$ cat src/rtl/focus_search_ctrl.sv
// Autofocus search sequencer: coarse sweep, optional fine sweep, park at the sharpest code.
// Define FOCUS_FINE_PASS_EN to build the fine sweep around the coarse best.
module focus_search_ctrl #(
  parameter int         MAX_STEP      = 1023,
  parameter int         COARSE_INC    = 64,
  parameter int         FINE_INC      = 8,
  parameter int         SETTLE_FRAMES = 1,
  parameter logic [3:0] SLEW          = 4'hF
) (
  input  logic        VIDEO_CLK,
  input  logic        RESET,
  input  logic        START,
  input  logic        FRAME_DONE,
  input  logic [31:0] SHARP,
  input  logic        VCM_ACK,
  output logic        VCM_REQ,
  output logic [15:0] VCM_DATA,
  output logic [9:0]  STEP,
  output logic [9:0]  BEST_STEP,
  output logic [31:0] BEST_SHARP,
  output logic        VCM_END
);

  typedef enum logic [2:0] {
    S_IDLE,
    S_MOVE,
    S_SETTLE,
    S_MEASURE,
    S_NEXT,
    S_FINAL_MOVE,
    S_DONE
  } state_e;

  localparam logic [10:0] MAX_W    = 11'(MAX_STEP);
  localparam logic [10:0] COARSE_W = 11'(COARSE_INC);
  localparam logic [10:0] FINE_W   = 11'(FINE_INC);
  localparam logic [7:0]  SETTLE_W = 8'(SETTLE_FRAMES);

  state_e      state_q, state_d;
  logic [9:0]  step_q, step_d;
  logic [9:0]  best_step_q, best_step_d;
  logic [31:0] best_sharp_q, best_sharp_d;
  logic [7:0]  settle_q, settle_d;
  logic        fine_q, fine_d;
  logic        first_q, first_d;

  logic [10:0] inc_w;
  logic [10:0] sum_w;
  logic [10:0] lim_w;

  assign inc_w = fine_q ? FINE_W : COARSE_W;
  assign sum_w = {1'b0, step_q} + inc_w;

`ifdef FOCUS_FINE_PASS_EN
  logic [10:0] hi_q, hi_d;
  logic [10:0] lo_w;
  logic [10:0] hi_w;
  logic [10:0] bsum_w;

  // Window bounds stay 11 bits wide so the clamp sees the true sum.
  assign bsum_w = {1'b0, best_step_q} + COARSE_W;
  assign hi_w   = (bsum_w > MAX_W) ? MAX_W : bsum_w;
  assign lo_w   = ({1'b0, best_step_q} >= COARSE_W) ?
                  ({1'b0, best_step_q} - COARSE_W) : 11'd0;
  assign lim_w  = fine_q ? hi_q : MAX_W;

  always_ff @(posedge VIDEO_CLK) begin
    if (RESET) begin
      hi_q <= 11'd0;
    end else begin
      hi_q <= hi_d;
    end
  end
`else
  assign lim_w = MAX_W;
`endif

  always_ff @(posedge VIDEO_CLK) begin
    if (RESET) begin
      state_q      <= S_IDLE;
      step_q       <= 10'd0;
      best_step_q  <= 10'd0;
      best_sharp_q <= 32'd0;
      settle_q     <= 8'd0;
      fine_q       <= 1'b0;
      first_q      <= 1'b0;
    end else begin
      state_q      <= state_d;
      step_q       <= step_d;
      best_step_q  <= best_step_d;
      best_sharp_q <= best_sharp_d;
      settle_q     <= settle_d;
      fine_q       <= fine_d;
      first_q      <= first_d;
    end
  end

  always_comb begin
    state_d      = state_q;
    step_d       = step_q;
    best_step_d  = best_step_q;
    best_sharp_d = best_sharp_q;
    settle_d     = settle_q;
    fine_d       = fine_q;
    first_d      = first_q;
`ifdef FOCUS_FINE_PASS_EN
    hi_d         = hi_q;
`endif
    unique case (state_q)
      S_IDLE, S_DONE: begin
        if (START) begin
          step_d       = 10'd0;
          best_step_d  = 10'd0;
          best_sharp_d = 32'd0;
          fine_d       = 1'b0;
          first_d      = 1'b1;
          state_d      = S_MOVE;
        end
      end
      S_MOVE: begin
        if (VCM_ACK) begin
          settle_d = SETTLE_W;
          state_d  = S_SETTLE;
        end
      end
      S_SETTLE: begin
        if (settle_q == 8'd0) begin
          state_d = S_MEASURE;
        end else if (FRAME_DONE) begin
          settle_d = settle_q - 8'd1;
          if (settle_q == 8'd1) state_d = S_MEASURE;
        end
      end
      S_MEASURE: begin
        if (FRAME_DONE) begin
          // Strict compare: a tie keeps the earlier, lower code.
          if (first_q || (SHARP > best_sharp_q)) begin
            best_step_d  = step_q;
            best_sharp_d = SHARP;
          end
          first_d = 1'b0;
          state_d = S_NEXT;
        end
      end
      S_NEXT: begin
        if (sum_w <= lim_w) begin
          step_d  = sum_w[9:0];
          state_d = S_MOVE;
        end else if (!fine_q) begin
`ifdef FOCUS_FINE_PASS_EN
          step_d  = lo_w[9:0];
          hi_d    = hi_w;
          fine_d  = 1'b1;
          state_d = S_MOVE;
`else
          step_d  = best_step_q;
          state_d = S_FINAL_MOVE;
`endif
        end else begin
          step_d  = best_step_q;
          state_d = S_FINAL_MOVE;
        end
      end
      S_FINAL_MOVE: begin
        if (VCM_ACK) state_d = S_DONE;
      end
      default: state_d = S_IDLE;
    endcase
  end

  assign VCM_REQ    = (state_q == S_MOVE) || (state_q == S_FINAL_MOVE);
  assign VCM_END    = (state_q == S_IDLE) || (state_q == S_DONE);
  assign VCM_DATA   = {2'b00, step_q, SLEW};
  assign STEP       = step_q;
  assign BEST_STEP  = best_step_q;
  assign BEST_SHARP = best_sharp_q;

endmodule

$ cat config.mk
export PLATFORM = sky130hd
export DESIGN_NAME = focus_search_ctrl
export DESIGN_NICKNAME = d
export VERILOG_FILES = /design/src/rtl/focus_search_ctrl.sv
export SDC_FILE = /design/constraint.sdc
export NUM_CORES = 1
export LEC_CHECK = 0
export CAP_MARGIN = 40
export CORE_UTILIZATION = 49
export DETAILED_ROUTE_END_ITERATION = 16
export GPL_TIMING_DRIVEN = 0
export PLACE_DENSITY = 0.87
export RECOVER_POWER = 100
export SLEW_MARGIN = 20
export SYNTH_ARGS = -nofsm -noshare
export SYNTH_HDL_FRONTEND = slang
export SYNTH_SLANG_ARGS = --single-unit
$ cat constraint.sdc
create_clock -name VIDEO_CLK -period 2.44 [get_ports VIDEO_CLK]
set_input_delay 0.488 -clock VIDEO_CLK [delete_from_list [all_inputs] [get_ports VIDEO_CLK]]
set_output_delay 0.488 -clock VIDEO_CLK [all_outputs]
set_load 0.05 [all_outputs]
* Word level (Yosys, flattened, before mapping)
Index checks and enable logic that the tools add are counted.
** Word-level totals
- Register bits after elaboration :: 64
- Input port bits :: 37
- Output and inout port bits :: 70
- Logic and storage cells :: 66
** Operators by class
- Add/sub/neg operators :: 2
- Order comparisons :: 2
- Equal/unequal tests :: 16
- Multiplexer cells :: 26
- Reduce and logical (&&, ||, !) cells :: 14
** Operators by type and width (number)
- 2-to-1 mux 32 bit :: 3
- one-hot mux 32 bit (2 select lines) :: 1
- 2-to-1 mux 10 bit :: 4
- one-hot mux 10 bit (2 select lines) :: 2
- > comparator 32 bit :: 1
- 2-to-1 mux 3 bit :: 8
- 2-to-1 mux 8 bit :: 3
- one-hot mux 3 bit (6 select lines) :: 1
- one-hot mux 8 bit (2 select lines) :: 1
- != test 2 bit, second input constant :: 7
- adder 10 x 7 -> 11 bit, second input constant :: 1
- <= comparator 11 x 10 -> 1 bit, second input constant :: 1
- == test 3 bit, second input constant :: 3
- == test 8 x 1 -> 1 bit, second input constant :: 1
- logical NOT 8 bit :: 1
- AND reduction 4 bit :: 2
- subtractor 8 x 1 -> 8 bit, second input constant :: 1
- == test 3 x 2 -> 1 bit, second input constant :: 2
- != test 3 bit, second input constant :: 2
- AND reduction 6 bit :: 1
- nonzero test 2 bit :: 3
- == test 3 x 1 -> 1 bit, second input constant :: 1
- logical NOT 3 bit :: 1
- logical OR 1 bit :: 3
- other kinds (5) :: 6

* Longest topological paths before layout
- Depth after elaboration :: 5
- Mapped depth :: 9
- Depth with buffers taken out :: 8

* Worst setup path after synthesis
OpenSTA, ideal clock, no wires.
- Path type :: register -> register
- Start point :: register best_sharp_q[27], in the netlist BEST_SHARP[27]
- End point :: register best_sharp_q[15], in the netlist BEST_SHARP[15]
- Library setup time :: 0.086 ns
- Arrival time :: 2.417 ns
- Required time :: 2.354 ns
- Setup slack :: -0.063 ns
- Cell stages (with the launch flop) :: 10
- Buffers on the path :: 1
- Period minus slack after synthesis :: 2.503 ns
- Cell sequence :: dfxtp_1 inv_1 ha_1 and4_1 and2_1 a2111oi_4 nand2_1 o21a_4 buf_6 o31ai_2
** On the way
- Longest elaborated chain between the ends :: 4
** RTL lines
- start: declaration :: RTL line 42 : logic [31:0] best_sharp_q, best_sharp_d;
- start signal: assignment :: RTL line 91 : best_sharp_q <= best_sharp_d;
- > comparator 32 bit :: RTL line 137 : if (first_q || (SHARP > best_sharp_q)) begin
- logical OR 1 bit :: RTL line 137
- != test 2 bit (no source line)
- AND reduction 4 bit (no source line)
Every way passes these cells.
A chain may end at the register's enable or synchronous reset.

* Worst setup path after layout
- Start point :: register best_sharp_q[12], in the netlist BEST_SHARP[12]
- End point :: register best_sharp_q[3], in the netlist BEST_SHARP[3]
The elaborated chain is that of the path after synthesis.

==> metrics.txt <==
Synth Warn #=0; Die Ht=92.33 um; routed wl met3=1137 um; CORE AREA=0.007807 mm^2; total power=3.380 mW; sequential area share after synthesis=32.05%; worst min path class=input pin to flop; Data arrival, critical path=3000 ps; CP startpoint kind=flop; # fillers=436; critical-path maximum fanout=10; failing checks=setup timing; Post-Route WL=14720 um; vias in the first global route=3831; drt drc=0; maximum VDD drop=0.3576 mV; routed length per instance=21.61 um; FF-to-FF Start=BEST_SHARP[12]$_SDFFE_PP0P_; post-route ant nets=0; GRT Overall Usage=26.89%; Critical Path Sink Type=flop; register bit total from synthesis=64; Initial Utilization=51.20%; pin count of the biggest net entering global routing=14; DRT met1 WL=5343 um; minimum clock period=2779 ps; CTS buffer count=9; syn avg cell area=9.085 um^2; drt first-iter violations=235; Max Slew Vio Count=0; maxcap violations=0; count of cell types in the netlist=55; first-pass GRT wire length=18100 um; Detail Placement HPWL=7639 um; io pins=107; die width=92.33 um; Min-Delay Endpoint=BEST_SHARP[31]$_SDFFE_PP0P_; worst reg2reg endpoint=BEST_SHARP[3]$_SDFFE_PP0P_; Clock Pin Slew Worst Setup and Hold Paths=90 ps; # port buffers=100; hold buffers post-CTS=0; power per cell area=557.5 mW/mm^2; DRT Pass-1 Iters=5; Syn Inst Count=440; vias post-DR=4151; vias per cell=6.095; met2 wire len=7438 um; Async S/R FF share, synth=0%; worst reg2reg path depth=10; layout cells sized above 1=33.91%; worst-case clock buffer depth=2; Worst-Margin Slew=936.4 ps; die area=0.008524 mm^2; leakage power=2.184 nW; Main synth FF type=dfxtp_1; H-tree levels=3; final hold violations=0; row cnt=32; Sink Count=64; global placement routability congestion=0.8511; Highest Signal Layer=met4; final period utilization=113.9%; outcome=complete, but fails checks; GRT overflow=0; worst hold slack=410.1 ps; R2R Setup Slk=-340 ps; CTS tree=done; CTS root buf=clkbuf_8; Max-slew headroom=37.57%; worst setup margin=-339.0 ps; worst setup path class=flop to flop; # nets final=647; Mapped Area=0.003998 mm^2; clock skew=21.23 ps; WP data required=2660 ps; worst hold path stage count=3; hold path startpoint=SHARP[31]; unrepaired setup endpoints after global routing=true; antenna violations before repair=0; number of flops mapped to enable cells by yosys=0; f_max=0.3598 GHz; setup TNS=-9145 ps; Setup Viol. Count Final=42; area grow syn2layout=51.67%; clock latency on the worst-skew pair=380 ps
## how the worst max path moves through the flow
stage | start | slack, ps | endpoint | cells past startpoint
final | BEST_SHARP[12]$_SDFFE_PP0P_ | -340 | BEST_SHARP[3]$_SDFFE_PP0P_ | 10
after detailed placement | SHARP[27] | -470 | BEST_SHARP[27]$_SDFFE_PP0P_ | 9
after CTS | BEST_SHARP[15]$_SDFFE_PP0P_ | 5 | BEST_SHARP[28]$_SDFFE_PP0P_ | 10
after floorplan | BEST_SHARP[6]$_SDFFE_PP0P_ | 2 | BEST_SHARP[25]$_SDFFE_PP0P_ | 9
after global placement | SHARP[11] | -440 | BEST_SHARP[11]$_SDFFE_PP0P_ | 9
after global routing | BEST_SHARP[13]$_SDFFE_PP0P_ | -360 | BEST_SHARP[3]$_SDFFE_PP0P_ | 10
## cell usage in the layout (no fill, tap or decap), drive strengths merged, types with 5 or more instances in the layout
cell type,count
a21oi,29
and4,5
buf,48
clkbuf,16
clkdlybuf4s50,75
conb,6
dfxtp,64
dlygate4sd2,16
dlymetal6s2s,5
ha,37
inv,41
nand2,26
nand2b,12
nand3,13
nand4,5
nor2,18
nor3,5
o21ai,64
o31ai,33
xor2,5
## cell usage after synthesis (13+ instances only)
cell type  instances  area share (%)
a21oi_1           28             3.5
nor2_1            18             1.7
nand3_1           13             1.6
dfxtp_1           64              32
o21ai_0           16             2.0
o21ai_1           38             4.8
o31ai_2           33              10
nand2_1           25             2.3
buf_4             17             3.2
inv_1             40             3.8
ha_1              37              12
## metrics by stage
step | area (um^2) | setup slack (ps) | utilization, % | instances
CTS | 5575 | 5.133 | 71.41 | 671
global placement | 5156 | -442.7 | 66.04 | 646
detailed placement | 5156 | -469.7 | 66.04 | 646
floorplan | 4028 | 1.609 | - | 444
finish | 6063 | -339.0 | 77.66 | 681
global route | 6061 | -357.8 | 77.63 | 680
## cell type report
class,count,area [um^2],share of cell area (%)
diodes,1,2.502,0.04127
plain buffers,36,312.8,5.159
clock buffers,9,123.9,2.043
clock inverters,7,103.9,1.713
inverters,40,150.1,2.476
multi-input cells,303,2736,45.13
flip-flops and latches,64,1304,21.50
well taps,102,127.6,2.105
repair buffers,119,1202,19.83
## kinds of logic after synthesis
kind of cell | count (synthesis) | share of synthesized area (%)
AO/OA/AOI/OAI | 152 | 29.30
XOR/XNOR | 5 | 1.095
adder cells (fa/ha/maj) | 37 | 11.58
buffers and inverters | 77 | 10.83
flip-flops | 64 | 32.05
other | 2 | 0.1879
AND/OR/NAND/NOR | 103 | 14.96
## per-layer routing
layer / track usage, % / vias to the layer above
met4: 12.76 / 0
met1: 30.21 / 1943
met2: 47.28 / 289
met5: 0 / -
met3: 6.732 / 91
li1: - / 1828
## critical path, cell delays in order, from the launching register on
cell and delay [ps]:
dfxtp_2 370, inv_2 50, ha_1 320, nand4_1 240
buf_4 230, or3_4 390, o211ai_1 340, a31oi_4 130
buf_6 210, o21ai_1 230, o31ai_2 100
## repair_timing
item,in CTS,in global routing
pin swaps,15,20
endpoints found under the setup margin,43,49
gates resized for setup,44,79
setup buffers,8,9
hold endpoints to repair,0,0
gates cloned,1,1
## registers in the layout, indices dropped and copies added, names as in the netlist
| signal | cells |
|---|---|
| settle_q | 8 |
| state_q | 3 |
| first_q | 1 |
| BEST_STEP | 10 |
| BEST_SHARP | 32 |
| STEP | 10 |
## power breakdown
| part | internal, mW | switching [mW] | total, mW |
|---|---|---|---|
| sequential | 1.10 | 0.0472 | 1.14 |
| combinational | 0.478 | 0.643 | 1.12 |
| clock | 0.586 | 0.530 | 1.12 |
No activity file was read; power rests on OpenSTA's default activity.
